===== config.mk =====
export PLATFORM = sky130hd
export DESIGN_NAME = bus_send_ctrl
export DESIGN_NICKNAME = d
export VERILOG_FILES = /design/src/rtl/bus_send_ctrl_pkg.sv /design/src/rtl/bus_send_ctrl_step_ring.sv /design/src/rtl/bus_send_ctrl.sv
export SDC_FILE = /design/constraint.sdc
export NUM_CORES = 1
export LEC_CHECK = 0
export CAP_MARGIN = 20
export CORE_UTILIZATION = 48
export CTS_BUF_LIST = sky130_fd_sc_hd__clkbuf_2
export CTS_CLUSTER_DIAMETER = 60
export DETAILED_ROUTE_END_ITERATION = 10
export PLACE_DENSITY = 0.81
export SYNTH_ARGS = -nofsm -noshare
export SYNTH_HDL_FRONTEND = slang
export SYNTH_SLANG_ARGS = --single-unit

===== constraint.sdc =====
create_clock -name clk -period 2.7 [get_ports clk]
set_input_delay 0.81 -clock clk [delete_from_list [all_inputs] [get_ports clk]]
set_output_delay 0.81 -clock clk [all_outputs]
set_load 0.02 [all_outputs]

===== src/rtl/bus_send_ctrl_pkg.sv =====
// Shared definitions for the bus send controller: instruction classes,
// fetch step positions and the per-class last-active-step lookup.
package bus_send_ctrl_pkg;

  // Class 0..7 come straight from the 3-bit class field; ALU is flagged by the MSB.
  typedef enum logic [3:0] {
    CLS_LD   = 4'd0,
    CLS_ST   = 4'd1,
    CLS_DATA = 4'd2,
    CLS_JMPR = 4'd3,
    CLS_JMP  = 4'd4,
    CLS_JCON = 4'd5,
    CLS_CLR  = 4'd6,
    CLS_DISP = 4'd7,
    CLS_ALU  = 4'd8
  } instr_class_e;

  // Fetch step numbers (1-based) shared by every instruction.
  localparam int STEP_FETCH_IAR = 1;
  localparam int STEP_FETCH_RAM = 2;
  localparam int STEP_FETCH_ACC = 3;
  localparam int STEP_IR_LATCH  = 2;

  // Last step that drives anything on the bus for a given class.
  function automatic int last_active_step(instr_class_e cls);
    case (cls)
      CLS_ALU, CLS_DATA, CLS_JCON: last_active_step = 6;
      CLS_LD, CLS_ST, CLS_JMP:     last_active_step = 5;
      default:                     last_active_step = 4;
    endcase
  endfunction

endpackage


===== src/rtl/bus_send_ctrl_step_ring.sv =====
// One-hot ring counter for the instruction sequencer. Holds while hold=1,
// otherwise advances one position per clock and returns to the first
// position after the last one or whenever wrap is requested.
module step_ring #(
  parameter int NSTEPS = 6
) (
  input  logic              clk,
  input  logic              rst,
  input  logic              hold,
  input  logic              wrap,
  output logic [NSTEPS-1:0] ring
);

  localparam logic [NSTEPS-1:0] RING_HOME = {{(NSTEPS-1){1'b0}}, 1'b1};

  // Advance, hold or wrap the one-hot position.
  always_ff @(posedge clk) begin
    if (rst) begin
      ring <= RING_HOME;
    end else if (!hold) begin
      if (wrap || ring[NSTEPS-1]) begin
        ring <= RING_HOME;
      end else begin
        ring <= ring << 1;
      end
    end
  end

endmodule


===== src/rtl/bus_send_ctrl.sv =====
// Bus send-enable controller: sequences the steps of each instruction and
// decides which source (bus-1, IAR, RAM, ACC or a general register) drives
// the shared bus, masking internal drivers that would fight an external one.
module bus_send_ctrl
  import bus_send_ctrl_pkg::*;
#(
  parameter  int NSTEPS    = 6,
  parameter  int NREG      = 4,
  parameter  int EARLY_END = 0,
  localparam int RW        = $clog2(NREG),
  localparam int IRW       = 4 + 2 * RW
) (
  input  logic              clk,
  input  logic              rst,
  input  logic              stall,
  input  logic [IRW-1:0]    ir,
  input  logic              ext_drive,
  output logic              o_bus1,
  output logic              o_iar,
  output logic              o_ram,
  output logic              o_acc,
  output logic [NREG-1:0]   o_reg,
  output logic [NSTEPS-1:0] step,
  output logic              instr_done,
  output logic              bus_conflict
);

  logic [IRW-1:0]  ir_q;
  instr_class_e    cls;
  logic [RW-1:0]   ra;
  logic [RW-1:0]   rb;
  logic [NREG-1:0] ra_oh;
  logic [NREG-1:0] rb_oh;
  logic            bus1_raw;
  logic            iar_raw;
  logic            ram_raw;
  logic            acc_raw;
  logic [NREG-1:0] reg_raw;
  logic            last_hit;
  logic            done_raw;
  logic            early_wrap;
  logic            active;
  logic            src_any;
  logic            conflict_now;
  logic            gate;

  step_ring #(
    .NSTEPS(NSTEPS)
  ) u_step_ring (
    .clk  (clk),
    .rst  (rst),
    .hold (stall),
    .wrap (early_wrap),
    .ring (step)
  );

  // Field extraction from the latched instruction word.
  always_comb begin
    if (ir_q[IRW-1]) begin
      cls = CLS_ALU;
    end else begin
      cls = instr_class_e'({1'b0, ir_q[IRW-2:IRW-4]});
    end
    ra = ir_q[2*RW-1:RW];
    rb = ir_q[RW-1:0];
    ra_oh = '0;
    ra_oh[ra] = 1'b1;
    rb_oh = '0;
    rb_oh[rb] = 1'b1;
  end

  // Unmasked enable decode from the current step and instruction class.
  always_comb begin
    bus1_raw = 1'b0;
    iar_raw  = 1'b0;
    ram_raw  = 1'b0;
    acc_raw  = 1'b0;
    reg_raw  = '0;
    if (step[STEP_FETCH_IAR-1]) begin
      bus1_raw = 1'b1;
      iar_raw  = 1'b1;
    end
    if (step[STEP_FETCH_RAM-1]) ram_raw = 1'b1;
    if (step[STEP_FETCH_ACC-1]) acc_raw = 1'b1;
    if (step[3]) begin
      case (cls)
        CLS_ALU, CLS_JMPR, CLS_DISP: reg_raw = rb_oh;
        CLS_LD, CLS_ST:              reg_raw = ra_oh;
        CLS_DATA, CLS_JCON: begin
          bus1_raw = 1'b1;
          iar_raw  = 1'b1;
        end
        CLS_JMP:                     iar_raw = 1'b1;
        CLS_CLR:                     bus1_raw = 1'b1;
        default: ;
      endcase
    end
    if (step[4]) begin
      case (cls)
        CLS_ALU:                    reg_raw = ra_oh;
        CLS_ST:                     reg_raw = rb_oh;
        CLS_LD, CLS_DATA, CLS_JMP:  ram_raw = 1'b1;
        CLS_JCON:                   acc_raw = 1'b1;
        default: ;
      endcase
    end
    if (step[5]) begin
      case (cls)
        CLS_ALU, CLS_DATA: acc_raw = 1'b1;
        CLS_JCON:          ram_raw = 1'b1;
        default: ;
      endcase
    end
  end

  // End-of-instruction detection; fetch steps never match since the last active step is at least 4.
  always_comb begin
    last_hit = 1'b0;
    for (int i = 0; i < NSTEPS; i++) begin
      if (step[i] && ((i + 1) == last_active_step(cls))) last_hit = 1'b1;
    end
    if (EARLY_END != 0) begin
      done_raw = last_hit;
    end else begin
      done_raw = step[NSTEPS-1];
    end
    early_wrap = (EARLY_END != 0) && last_hit;
  end

  // Output masking: stall/reset kill everything, an external driver kills internal sources.
  always_comb begin
    active       = !stall && !rst;
    src_any      = iar_raw || ram_raw || acc_raw || (|reg_raw);
    conflict_now = active && ext_drive && src_any;
    gate         = active && !ext_drive;
    o_bus1       = active && bus1_raw;
    o_iar        = gate && iar_raw;
    o_ram        = gate && ram_raw;
    o_acc        = gate && acc_raw;
    o_reg        = gate ? reg_raw : '0;
    instr_done   = active && done_raw;
  end

  // Instruction latch at the end of the IR-load step and sticky conflict flag.
  always_ff @(posedge clk) begin
    if (rst) begin
      ir_q         <= '0;
      bus_conflict <= 1'b0;
    end else begin
      if (step[STEP_IR_LATCH-1] && !stall) ir_q <= ir;
      if (conflict_now) bus_conflict <= 1'b1;
    end
  end

endmodule


Word-level counts from Yosys, hierarchy flattened
Index checks and enable logic that the tools add are counted.
{ "totals": {"in_bits": 12, "ff_bits": 15} }
{ "op_classes": {"n_eq_ne": 8, "reduce_logical": 26, "order_cmp": 4, "mux": 26} }
{ "op_table": {"columns": ["cell", "count"], "rows": [
  ["two-way mux 1 bit", 17],
  ["== test 4 x 3 -> 1 bit (second input constant)", 4],
  ["two-way mux 4 bit", 4],
  ["one-hot mux 4 bit (2 select lines)", 2],
  ["logical AND 1 bit", 12],
  ["OR reduction 3 bit", 4],
  ["== test 4 x 2 -> 1 bit (second input constant)", 2],
  ["less-than comparator 2 x 3 -> 1 bit (second input constant)", 2],
  ["two-way mux 6 bit", 1],
  ["demux 1 bit (select 2 bit)", 2],
  ["== test 4 x 1 -> 1 bit (second input constant)", 1],
  ["== test 4 bit (second input constant)", 1],
  [">= comparator 2 x 1 -> 1 bit (second input constant)", 2],
  ["logical NOT 4 bit", 1],
  ["OR reduction 2 bit", 2],
  ["OR reduction 4 bit", 1],
  ["logical NOT 1 bit", 3],
  ["logical OR 1 bit", 3]
]} }

Longest topological paths before layout
{ "logic_depth": {"ltp_word": 11, "ltp_mapped": 7, "mapped_depth_nobuf": 5} }

By module
Synthesis repeated with hierarchy kept, for this count alone.
{ "hier_totals": {"hier_cells": 129, "hier_area_um2": 1039.7} }
{ "by_module_without_submodules": {"columns": ["module", "area_per_inst_um2", "instances", "cells_each"], "rows": [
  ["bus_send_ctrl", 795.8, 1, 104],
  ["step_ring", 244.0, 1, 25]
]} }

Worst setup path before layout
Ideal clock, no wire load.
{ "synth_path": {"path_kind": "input to output", "from": "input rst", "to": "output o_reg[0]", "t_arrival_ns": 1.823, "required_time_ns": 1.890, "path_slack_ns": 0.067, "cell_stages": 4, "cell_sequence": "clkbuf_1 or3_1 clkbuf_1 a21oi_1"} }
{ "synth_via": {"elab_chain_len": 4} }
{ "synth_rtl": {"columns": ["item", "line_no", "text"], "rows": [
  ["start: declaration", "bus_send_ctrl.sv:14", "input logic rst,"],
  ["logical NOT 1 bit", "bus_send_ctrl.sv:132", "active = !stall && !rst;"],
  ["logical AND 1 bit", "bus_send_ctrl.sv:132", null],
  ["logical AND 1 bit", "bus_send_ctrl.sv:135", "gate = active && !ext_drive;"],
  ["two-way mux 4 bit", "bus_send_ctrl.sv:140", "o_reg = gate ? reg_raw : '0;"],
  ["end: declaration", "bus_send_ctrl.sv:22", "output logic [NREG-1:0] o_reg,"]
]} }
No other way between the ends.

Worst setup path after layout
{ "layout_path": {"from": "register ir_q[5]", "to": "output o_reg[3]"} }
{ "layout_via": {"elab_chain_len": 8, "elab_cells_between_ends": 13} }
{ "layout_rtl": {"columns": ["item", "line_no", "text"], "rows": [
  ["start: declaration", "bus_send_ctrl.sv:28", "logic [IRW-1:0] ir_q;"],
  ["start signal: assignment", "bus_send_ctrl.sv:150", "if (step[STEP_IR_LATCH-1] && !stall) ir_q <= ir;"],
  ["two-way mux 4 bit (*)", "bus_send_ctrl.sv:59", "if (ir_q[IRW-1]) begin"],
  ["== test 4 bit (tied with other cells)", "bus_send_ctrl.sv:86, bus_send_ctrl.sv:99", null],
  ["OR reduction 3 bit or OR reduction 2 bit (tied branches)", "bus_send_ctrl.sv:86", "case (cls)"],
  ["one-hot mux 4 bit (2 select lines)", "bus_send_ctrl.sv:86", null],
  ["two-way mux 4 bit", "bus_send_ctrl.sv:85", "if (step[3]) begin"],
  ["one-hot mux 4 bit (2 select lines)", "bus_send_ctrl.sv:99", "case (cls)"],
  ["two-way mux 4 bit (*)", "bus_send_ctrl.sv:98", "if (step[4]) begin"],
  ["two-way mux 4 bit (*)", "bus_send_ctrl.sv:140", null]
]} }
Mark *: on every way between the ends. The rest lies on a longest branch, timed or not.

==> results.yml <==
status:
  outcome: "finished clean"
routing:
  drt_iter0_drc: 37
  ant_nets: 0
  via_per_inst: 5.77
  vias: 1038
  drt_wl_total_mm: 2.67
  dr.pass1.iters: 4
  wl_per_cell_um: 14.8
  drc: 0
logic_synthesis:
  synth_async_sr_flop_share_pct: 0
  synth_flop_cell: "dfxtp_1"
  synth_top_area_share_pct: 31.9
  yosysSeqAreaShare_pct: 31.9
  synth.most_common_cell: "nor2_1"
  synth-edff-count: 0
  synth_area_leaders: "dfxtp_1, mux2i_1, nor2_1, a21oi_1, a22oi_1"
  syn-cell-area_um2: 941
  synthTopCellsByCount: "nor2_1, dfxtp_1, a21oi_1, mux2i_1"
  yosysWarningCount: 0
  yosys.cell_types.count: 35
  syn-num-nets: 135
  avgSynthCellArea_um2: 7.65
  yosys.area.top_type: "dfxtp_1"
  synth_cells: 123
  synth-seq-cells: 15
setup_path:
  cp.arrival_ns: 1.81
  crit_fanout: 5
  cp_slowest_stage_delay_ns: 0.41
  crit_family: "simple AND/OR/NAND/NOR gates"
  cp_cell_sequence: "or3_4 -> o32a_1 -> a2bb2oi_1 -> nor2_1 -> buf_4"
  critPathLaunchType: "register"
  worstSetupPathType: "register to output pin"
  slowest_stage: "or3_4"
  worst-path-buf-inv: 1
  cp-end-kind: "output pin"
  cp.required_ns: 1.89
clock_network:
  clock_latency_ns: 0.31
  post_cts_buffers: 0
  cts_max_level: 1
  tritoncts: "yes"
  path_clk_slew_ns: 0.17
  numCtsBuffers: 3
  root_buffer: "clkbuf_2"
  cts_num_sinks: 15
  clockBufferDepth: 2
finish:
  fin_nets: 168
  fin_area_um2: 1350
  diodes: 0
  fin_util_pct: 75.5
  area_delta_synth_final_pct: 43.1
  stdcell_count: 180
  drive_above_1_share_pct: 26.5
power:
  totalPowerFinal_mw: 0.463
  p_leak_nw: 0.491
  powerDensity_nw_per_um2: 344
  ir_worst_vdd_v: 0.000296
sta:
  finalCritPeriodShare_pct: 97.2
  min_period_ns: 2.62
  max_freq_ghz: 0.381
  rsz0062_at_grt: "false"
  finalSetupViolCount: 0
  fin_hold_ws_ns: 0.523
  fin_skew_ns: 0.0155
  worst_slack_ns: 0.0752
  worstMarginPinSlew_ns: 0.501
  hold_viol_final: 0
  slew-limit-headroom_pct: 66.4
  tns_ns: 0
  finalMaxSlewViolations: 0
placed_design:
  io_buffers: 27
  place_area_um2: 1270
  dp_hpwl_mm: 1.90
  dp_slack_ns: -0.616
  place_inst: 176
  place.gp.congestion: 0.863
global_routing:
  grtUsageTotal_pct: 27.3
  antenna_found_initial: 0
  grt_pass1_vias: 942
  grt_overflow: 0
  grt_pass1_wl_mm: 4.11
  grt_max_degree: 18
run:
  drv_cap: 0
min_path:
  hold_class: "register to register"
floorplanning:
  io_pins: 28
  die_w_um: 46.3
  start_util_pct: 52.8
  die_y_um: 46.3
  dieArea_um2: 2140
  core_um2: 1780
  rows: 15
## layer usage
layer | vias to the layer above | track usage (%) | wire length [µm]
li1 | 509 | - | -
met1 | 490 | 32.5 | 1140
met2 | 33 | 46.5 | 1380
met3 | 6 | 2.75 | 84
met4 | 0 | 16.5 | 59
met5 | - | 0 | 0
## layout by cell type (no fill, tap or decap), types with 3 or more instances in the layout
cell	n
dfxtp_1	14
a21oi_1	8
o21ai_0	4
a22oi_1	4
dlygate4sd2_1	3
nor2_4	3
and3_1	3
nor2_1	19
buf_4	15
clkdlybuf4s50_1	15
nor3_1	7
mux2i_1	9
nand2_1	7
buf_6	3
clkbuf_2	4
inv_1	3
## power breakdown
group / total (mW) / internal (mW) / leakage, nW / switching, mW
Combinational: 0.103 / 0.0511 / 0.352 / 0.0515
Sequential: 0.241 / 0.230 / 0.123 / 0.0108
Clock: 0.120 / 0.0392 / 0.0166 / 0.0804
Total: 0.463 / 0.320 / 0.491 / 0.143
## cell type report
class	instances	area, µm²
multi-input cells	94	633
inverters	4	15.0
flip-flops and latches	15	302
clock buffers	4	20.0
well taps	25	31.3
repair buffers	38	345
fillers	140	437
## worst register-to-register path, delay by kind of cell, from the launching register on
family | cells | cell delay (ns)
DFF | 1 | 0.36
buffers and inverters | 1 | 0.15
and+or+nand+nor | 1 | 0.08
AOI/OAI and AO/OA | 4 | 1.11
## final timing paths
check                            from                   to  slack (ns)  depth (start not counted)
hold / removal    u_step_ring.ring[4]  u_step_ring.ring[5]        0.52                          2
setup / recovery              ir_q[5]             o_reg[3]        0.08                          5
setup reg to reg              ir_q[6]         bus_conflict        0.93                          6
hold reg to reg   u_step_ring.ring[4]  u_step_ring.ring[5]        0.52                          2
## kinds of logic (layout without fill, tap and decap cells)
group	Yosys count	count (layout)	share of synthesized area, %
mux	10	10	10.8
compound gates	33	33	24.3
flops	15	15	31.9
buf+inv	14	46	7.31
simple gates	51	51	25.7
## registers in the layout, indices dropped and copies added, names as in the netlist
register	cells
u_step_ring.ring	6
bus_conflict	1
ir_q	8
## timing repair
item | CTS | global route
setup endpoints to repair | 9 | 5
gates resized for setup | 60 | 4
pin swaps | 4 | 0
hold buffers | 0 | 0
No activity file was read; power rests on OpenSTA's default activity.
